==> src/rtl/network_interface.sv <==
// rtl/network_interface.sv - NoC local-port endpoint: injection FIFO with 4-phase initiator, ejection register with 4-phase responder
module network_interface #(
   parameter int ID               = -1,
   parameter int SIZE             = 8,
   parameter int DESTINATION_BITS = 4,
   parameter int DEPTH_LOG2       = 2,
   parameter int COUNT_BITS       = 16
) (
   input  logic                  clk,
   input  logic                  reset,
   input  logic                  host_in_valid,
   output logic                  host_in_ready,
   input  logic [SIZE-1:0]       host_in_data,
   output logic                  host_out_valid,
   input  logic                  host_out_ready,
   output logic [SIZE-1:0]       host_out_data,
   output logic                  net_tx_req,
   input  logic                  net_tx_ack,
   output logic [SIZE-1:0]       net_tx_data,
   input  logic                  net_rx_req,
   output logic                  net_rx_ack,
   input  logic [SIZE-1:0]       net_rx_data,
   output logic [COUNT_BITS-1:0] sent_count,
   output logic [COUNT_BITS-1:0] recv_count,
   output logic                  misroute
);
   localparam int DEPTH = 1 << DEPTH_LOG2;
   localparam logic [DESTINATION_BITS-1:0] C_ID = DESTINATION_BITS'(ID);

   typedef enum logic [1:0] {T_IDLE, T_REQ, T_REL} tx_state_t;
   typedef enum logic {R_IDLE, R_ACK} rx_state_t;

   logic [SIZE-1:0]       r_mem [DEPTH];
   logic [DEPTH_LOG2-1:0] r_wr_ptr;
   logic [DEPTH_LOG2-1:0] r_rd_ptr;
   logic [DEPTH_LOG2:0]   r_count;
   logic                  r_run;

   tx_state_t             r_tx_state;
   logic                  r_tx_req;
   logic [SIZE-1:0]       r_tx_data;
   logic [COUNT_BITS-1:0] r_sent;

   rx_state_t             r_rx_state;
   logic                  r_rx_ack;
   logic                  r_out_valid;
   logic [SIZE-1:0]       r_out_data;
   logic [COUNT_BITS-1:0] r_recv;
   logic                  r_misroute;

   logic w_full;
   logic w_empty;
   logic w_push;
   logic w_pop;

   // r_run holds ready low through reset and rises on the first edge after release
   assign w_full        = (r_count == (DEPTH_LOG2 + 1)'(DEPTH));
   assign w_empty       = (r_count == '0);
   assign host_in_ready = r_run && !w_full;
   assign w_push        = host_in_valid && host_in_ready;
   assign w_pop         = (r_tx_state == T_IDLE) && !w_empty;

   always_ff @(posedge clk) begin
      if (!reset) begin
         r_wr_ptr <= '0;
         r_rd_ptr <= '0;
         r_count  <= '0;
         r_run    <= 1'b0;
      end else begin
         r_run <= 1'b1;
         if (w_push) begin
            r_mem[r_wr_ptr] <= host_in_data;
            r_wr_ptr        <= r_wr_ptr + 1'b1;
         end
         if (w_pop) begin
            r_rd_ptr <= r_rd_ptr + 1'b1;
         end
         case ({w_push, w_pop})
            2'b10:   r_count <= r_count + 1'b1;
            2'b01:   r_count <= r_count - 1'b1;
            default: r_count <= r_count;
         endcase
      end
   end

   always_ff @(posedge clk) begin
      if (!reset) begin
         r_tx_state <= T_IDLE;
         r_tx_req   <= 1'b0;
         r_tx_data  <= '0;
         r_sent     <= '0;
      end else begin
         case (r_tx_state)
            T_IDLE: if (!w_empty) begin
               r_tx_data  <= r_mem[r_rd_ptr];
               r_tx_req   <= 1'b1;
               r_tx_state <= T_REQ;
            end
            T_REQ: if (net_tx_ack) begin
               r_tx_req   <= 1'b0;
               r_tx_state <= T_REL;
            end
            T_REL: if (!net_tx_ack) begin
               r_sent     <= r_sent + 1'b1;
               r_tx_state <= T_IDLE;
            end
            default: r_tx_state <= T_IDLE;
         endcase
      end
   end

   // Capture only when the register was empty at this edge, so clear and capture never collide
   always_ff @(posedge clk) begin
      if (!reset) begin
         r_rx_state  <= R_IDLE;
         r_rx_ack    <= 1'b0;
         r_out_valid <= 1'b0;
         r_out_data  <= '0;
         r_recv      <= '0;
         r_misroute  <= 1'b0;
      end else begin
         if (r_out_valid && host_out_ready) begin
            r_out_valid <= 1'b0;
         end
         case (r_rx_state)
            R_IDLE: if (net_rx_req && !r_out_valid) begin
               r_out_data  <= net_rx_data;
               r_out_valid <= 1'b1;
               r_rx_ack    <= 1'b1;
               r_rx_state  <= R_ACK;
               if (net_rx_data[DESTINATION_BITS-1:0] != C_ID) begin
                  r_misroute <= 1'b1;
               end
            end
            R_ACK: if (!net_rx_req) begin
               r_rx_ack   <= 1'b0;
               r_recv     <= r_recv + 1'b1;
               r_rx_state <= R_IDLE;
            end
         endcase
      end
   end

   assign net_tx_req     = r_tx_req;
   assign net_tx_data    = r_tx_data;
   assign sent_count     = r_sent;
   assign net_rx_ack     = r_rx_ack;
   assign host_out_valid = r_out_valid;
   assign host_out_data  = r_out_data;
   assign recv_count     = r_recv;
   assign misroute       = r_misroute;
endmodule

==> config.mk <==
export PLATFORM = sky130hd
export DESIGN_NAME = network_interface
export DESIGN_NICKNAME = d
export VERILOG_FILES = /design/src/rtl/network_interface.sv
export SDC_FILE = /design/constraint.sdc
export NUM_CORES = 1
export LEC_CHECK = 0
export ABC_CLOCK_PERIOD_IN_PS = 4700
export CAP_MARGIN = 10
export CORE_MARGIN = 2
export CORE_UTILIZATION = 50
export DETAILED_ROUTE_END_ITERATION = 6
export PLACE_DENSITY = 0.86
export REMOVE_ABC_BUFFERS = 1
export SYNTH_ARGS = -nofsm -noshare
export SYNTH_HDL_FRONTEND = slang
export SYNTH_SLANG_ARGS = --single-unit
==> constraint.sdc <==
create_clock -name clk -period 4.7 [get_ports clk]
set_input_delay 0.47 -clock clk [delete_from_list [all_inputs] [get_ports clk]]
set_output_delay 0.47 -clock clk [all_outputs]
set_load 0.05 [all_outputs]
==> impl_metrics.yaml <==
outcome:
  outcome: "finished, final reports clean"
power_and_ir_drop:
  worst_ir_drop_vdd_mv: 0.258
  p_per_area_nw_per_um2: 416
  power_mw: 2.01
  p_leak_nw: 1.67
critical_path:
  startpoint: "r_count[0]$_SDFFE_PN0P_"
  critPathKind: "flop to flop"
  crit_path_start_kind: "flop"
  r2r-start: "r_count[0]$_SDFFE_PN0P_"
  cp-end-kind: "flop"
  timing.rr.end: "r_count[2]$_SDFFE_PN0P_"
  r2r_setup_slack_ps: 2100
  cp_data_arrival_time_ps: 2890
  cp_max_fo: 10
  crit_end: "r_count[2]$_SDFFE_PN0P_"
  reg2reg_depth: 8
  critical_path_required_ps: 4990
synth:
  synth_edf_count: 32
  synth_area_leader_cell: "dfxtp_1"
  ys_seq_area_share_pct: 57.9
  synth_top_area_share_pct: 32.9
  ys.flop_type: "dfxtp_1"
  synth_area_leaders: "dfxtp_1 33%, edfxtp_1 25%, mux4_2 4.7%, nand2_1 4.4%, a21oi_1 4.2%"
  yosys_register_bits: 95
  synth.avg_cell_area_um2: 10.9
  yosysWarnings: 0
  yosys-top-cells-count: "63 x dfxtp_1, 45 x nand2_1, 36 x nor2_1"
  synthArstFlopShare_pct: 0
  synth.distinct_cells: 41
  synth_area_um2: 3840
  yosysMostFrequentCell: "dfxtp_1"
  synthCells: 351
detailed_routing:
  drt_wl_total_um: 7670
  first_pass_iters: 4
  vias_per_cell: 5.36
  drc_errors: 0
  drt_iter0_markers: 137
  ant_nets: 0
  wl_per_cell_um: 14.6
  vias: 2817
die:
  ios: 75
  fp-row-count: 31
  die_w_um: 91.6
  initial_core_util_pct: 52.3
  core_um2: 7330
  die_area_um2: 8390
  fp.dieH_um: 91.6
timing:
  setup_viol: 0
  finClkSkew_ps: 11.2
  hold_violations: 0
  slew_viol_final: 0
  period_needed_ps: 2600
  fmax_mhz: 384
  tightestPinTransition_ps: 803
  fin_setup_tns_ps: 0
  max_slew_margin_pct: 46.3
  fin_crit_sh_pct: 55.4
  rsz0062_at_grt: "no"
clocking:
  cts_hold_buf: 0
  htreeDepth: 3
  cts_resized: 0
  cts_num_sinks: 95
  cts_setup_buffers: 0
  cts_tree: "done"
  clkTransAtPathRegs_ps: 90
  cts_buffers: 9
  cts_root_buffer: "clkbuf_8"
  worstSkewPairLatency_ps: 360
  clockBufferDepth: 2
placed_design:
  port-buffer-count: 74
  hpwl_um: 5350
  gp_congestion: 0.847
run:
  drv_cap: 0
final_layout:
  drive_above_1_share_pct: 6.79
  synthToLayoutAreaGrowth_pct: 25.8
  fin_nets: 452
  antennaDiodeCount: 0
global_route:
  antenna_found_initial: 0
  grt_max_degree: 62
  grt_pass1_wl_um: 12700
  grt_usage_pct: 19.2
  grt.overflow.total: 0
  grt_pass1_vias: 2670
hold_path:
  hold_path_class: "flop to flop"
area by class of cell:
| class | instances | area, um^2 |
|---|---|---|
| fillers | 555 | 2500 |
| flip-flops and latches | 95 | 2220 |
| multi-input cells | 229 | 1490 |
| repair buffers | 75 | 748 |
| clock buffers | 9 | 124 |
| well taps | 99 | 124 |
| clock inverters | 7 | 71.3 |
| inverters | 12 | 45.0 |
cell usage in the layout, fill, tap and decap left out, types with 2 or more instances in the layout:
cell type        instances
xor2_1                  18
or3_1                    7
nor2_1                  36
nand4_1                 10
inv_4                    2
clkbuf_8                 9
nand2_1                 45
nand3_1                  9
and4_1                   5
and2_1                   2
a21oi_1                 32
nor3_1                   2
clkdlybuf4s50_1         74
ha_1                     7
mux4_2                   8
and4b_1                  2
mux2i_1                  3
inv_1                   11
o31ai_1                  3
dfxtp_1                 63
xnor2_1                  9
or4_1                    3
and3_1                   5
o21ai_0                  9
nand2_2                  2
edfxtp_1                32
cells by family after synthesis:
logic type,count (synthesis),synth area share [%]
simple gates,135,17.6
buf+inv,27,3.16
xor+xnor,27,6.16
mux,11,5.48
flops,95,57.9
fa+ha+maj,8,2.80
compound gates,48,6.82
sequential cells by signal, indices dropped and copies added, names as in the netlist, 2 cells and up:
register       count
net_tx_data        8
r_count            3
sent_count        16
host_out_data      8
recv_count        16
r_wr_ptr           2
r_mem             32
r_tx_state         2
r_rd_ptr           2
metal layers:
layer | GRT usage [%] | vias up | routed length (um)
met5 | 0 | - | 0
met4 | 6.82 | 0 | 126
li1 | - | 1372 | -
met2 | 32.4 | 66 | 3870
met1 | 24.3 | 1369 | 3410
met3 | 4.07 | 10 | 260
through the flow:
| stage | hold WS (ps) | setup slack (ps) | cell area [um^2] | utilization (%) | std cells |
|---|---|---|---|---|---|
| after floorplan | 463 | 2440 | 3760 | - | 336 |
| after global placement | 441 | 2250 | 4630 | 63.2 | 510 |
| after detailed placement | 448 | 2200 | 4630 | 63.2 | 510 |
| after CTS | 461 | 2130 | 4830 | 65.8 | 526 |
| after global routing | 475 | 1950 | 4830 | 65.8 | 526 |
| final | 461 | 2100 | 4830 | 65.8 | 526 |
worst max-delay path, stage by stage (launching register included):
cell     delay [ps]
dfxtp_1         390
nor3_1          340
or3_1           380
inv_2           180
ha_1            250
fa_1            400
xnor2_1         150
or3_1           300
a21oi_1         140
report_power, final:
group | internal [mW] | switching (mW)
Clock | 0.247 | 0.280
Sequential | 0.913 | 0.0753
Combinational | 0.195 | 0.298
how the worst min path moves through the flow:
| stage | depth (start not counted) | start | slack, ps | to |
|---|---|---|---|---|
| final | 2 | host_out_data[7]$_SDFFE_PN0P_ | 460 | host_out_data[7]$_SDFFE_PN0P_ |
| after global routing | 2 | host_out_data[7]$_SDFFE_PN0P_ | 480 | host_out_data[7]$_SDFFE_PN0P_ |
| after CTS | 2 | host_out_data[6]$_SDFFE_PN0P_ | 460 | host_out_data[6]$_SDFFE_PN0P_ |
| after detailed placement | 2 | host_out_data[6]$_SDFFE_PN0P_ | 450 | host_out_data[6]$_SDFFE_PN0P_ |
| after global placement | 2 | host_out_data[7]$_SDFFE_PN0P_ | 440 | host_out_data[7]$_SDFFE_PN0P_ |
| after floorplan | 2 | r_rx_state$_SDFF_PN0_ | 460 | r_rx_state$_SDFF_PN0_ |
No activity file was read; power rests on OpenSTA's default activity.
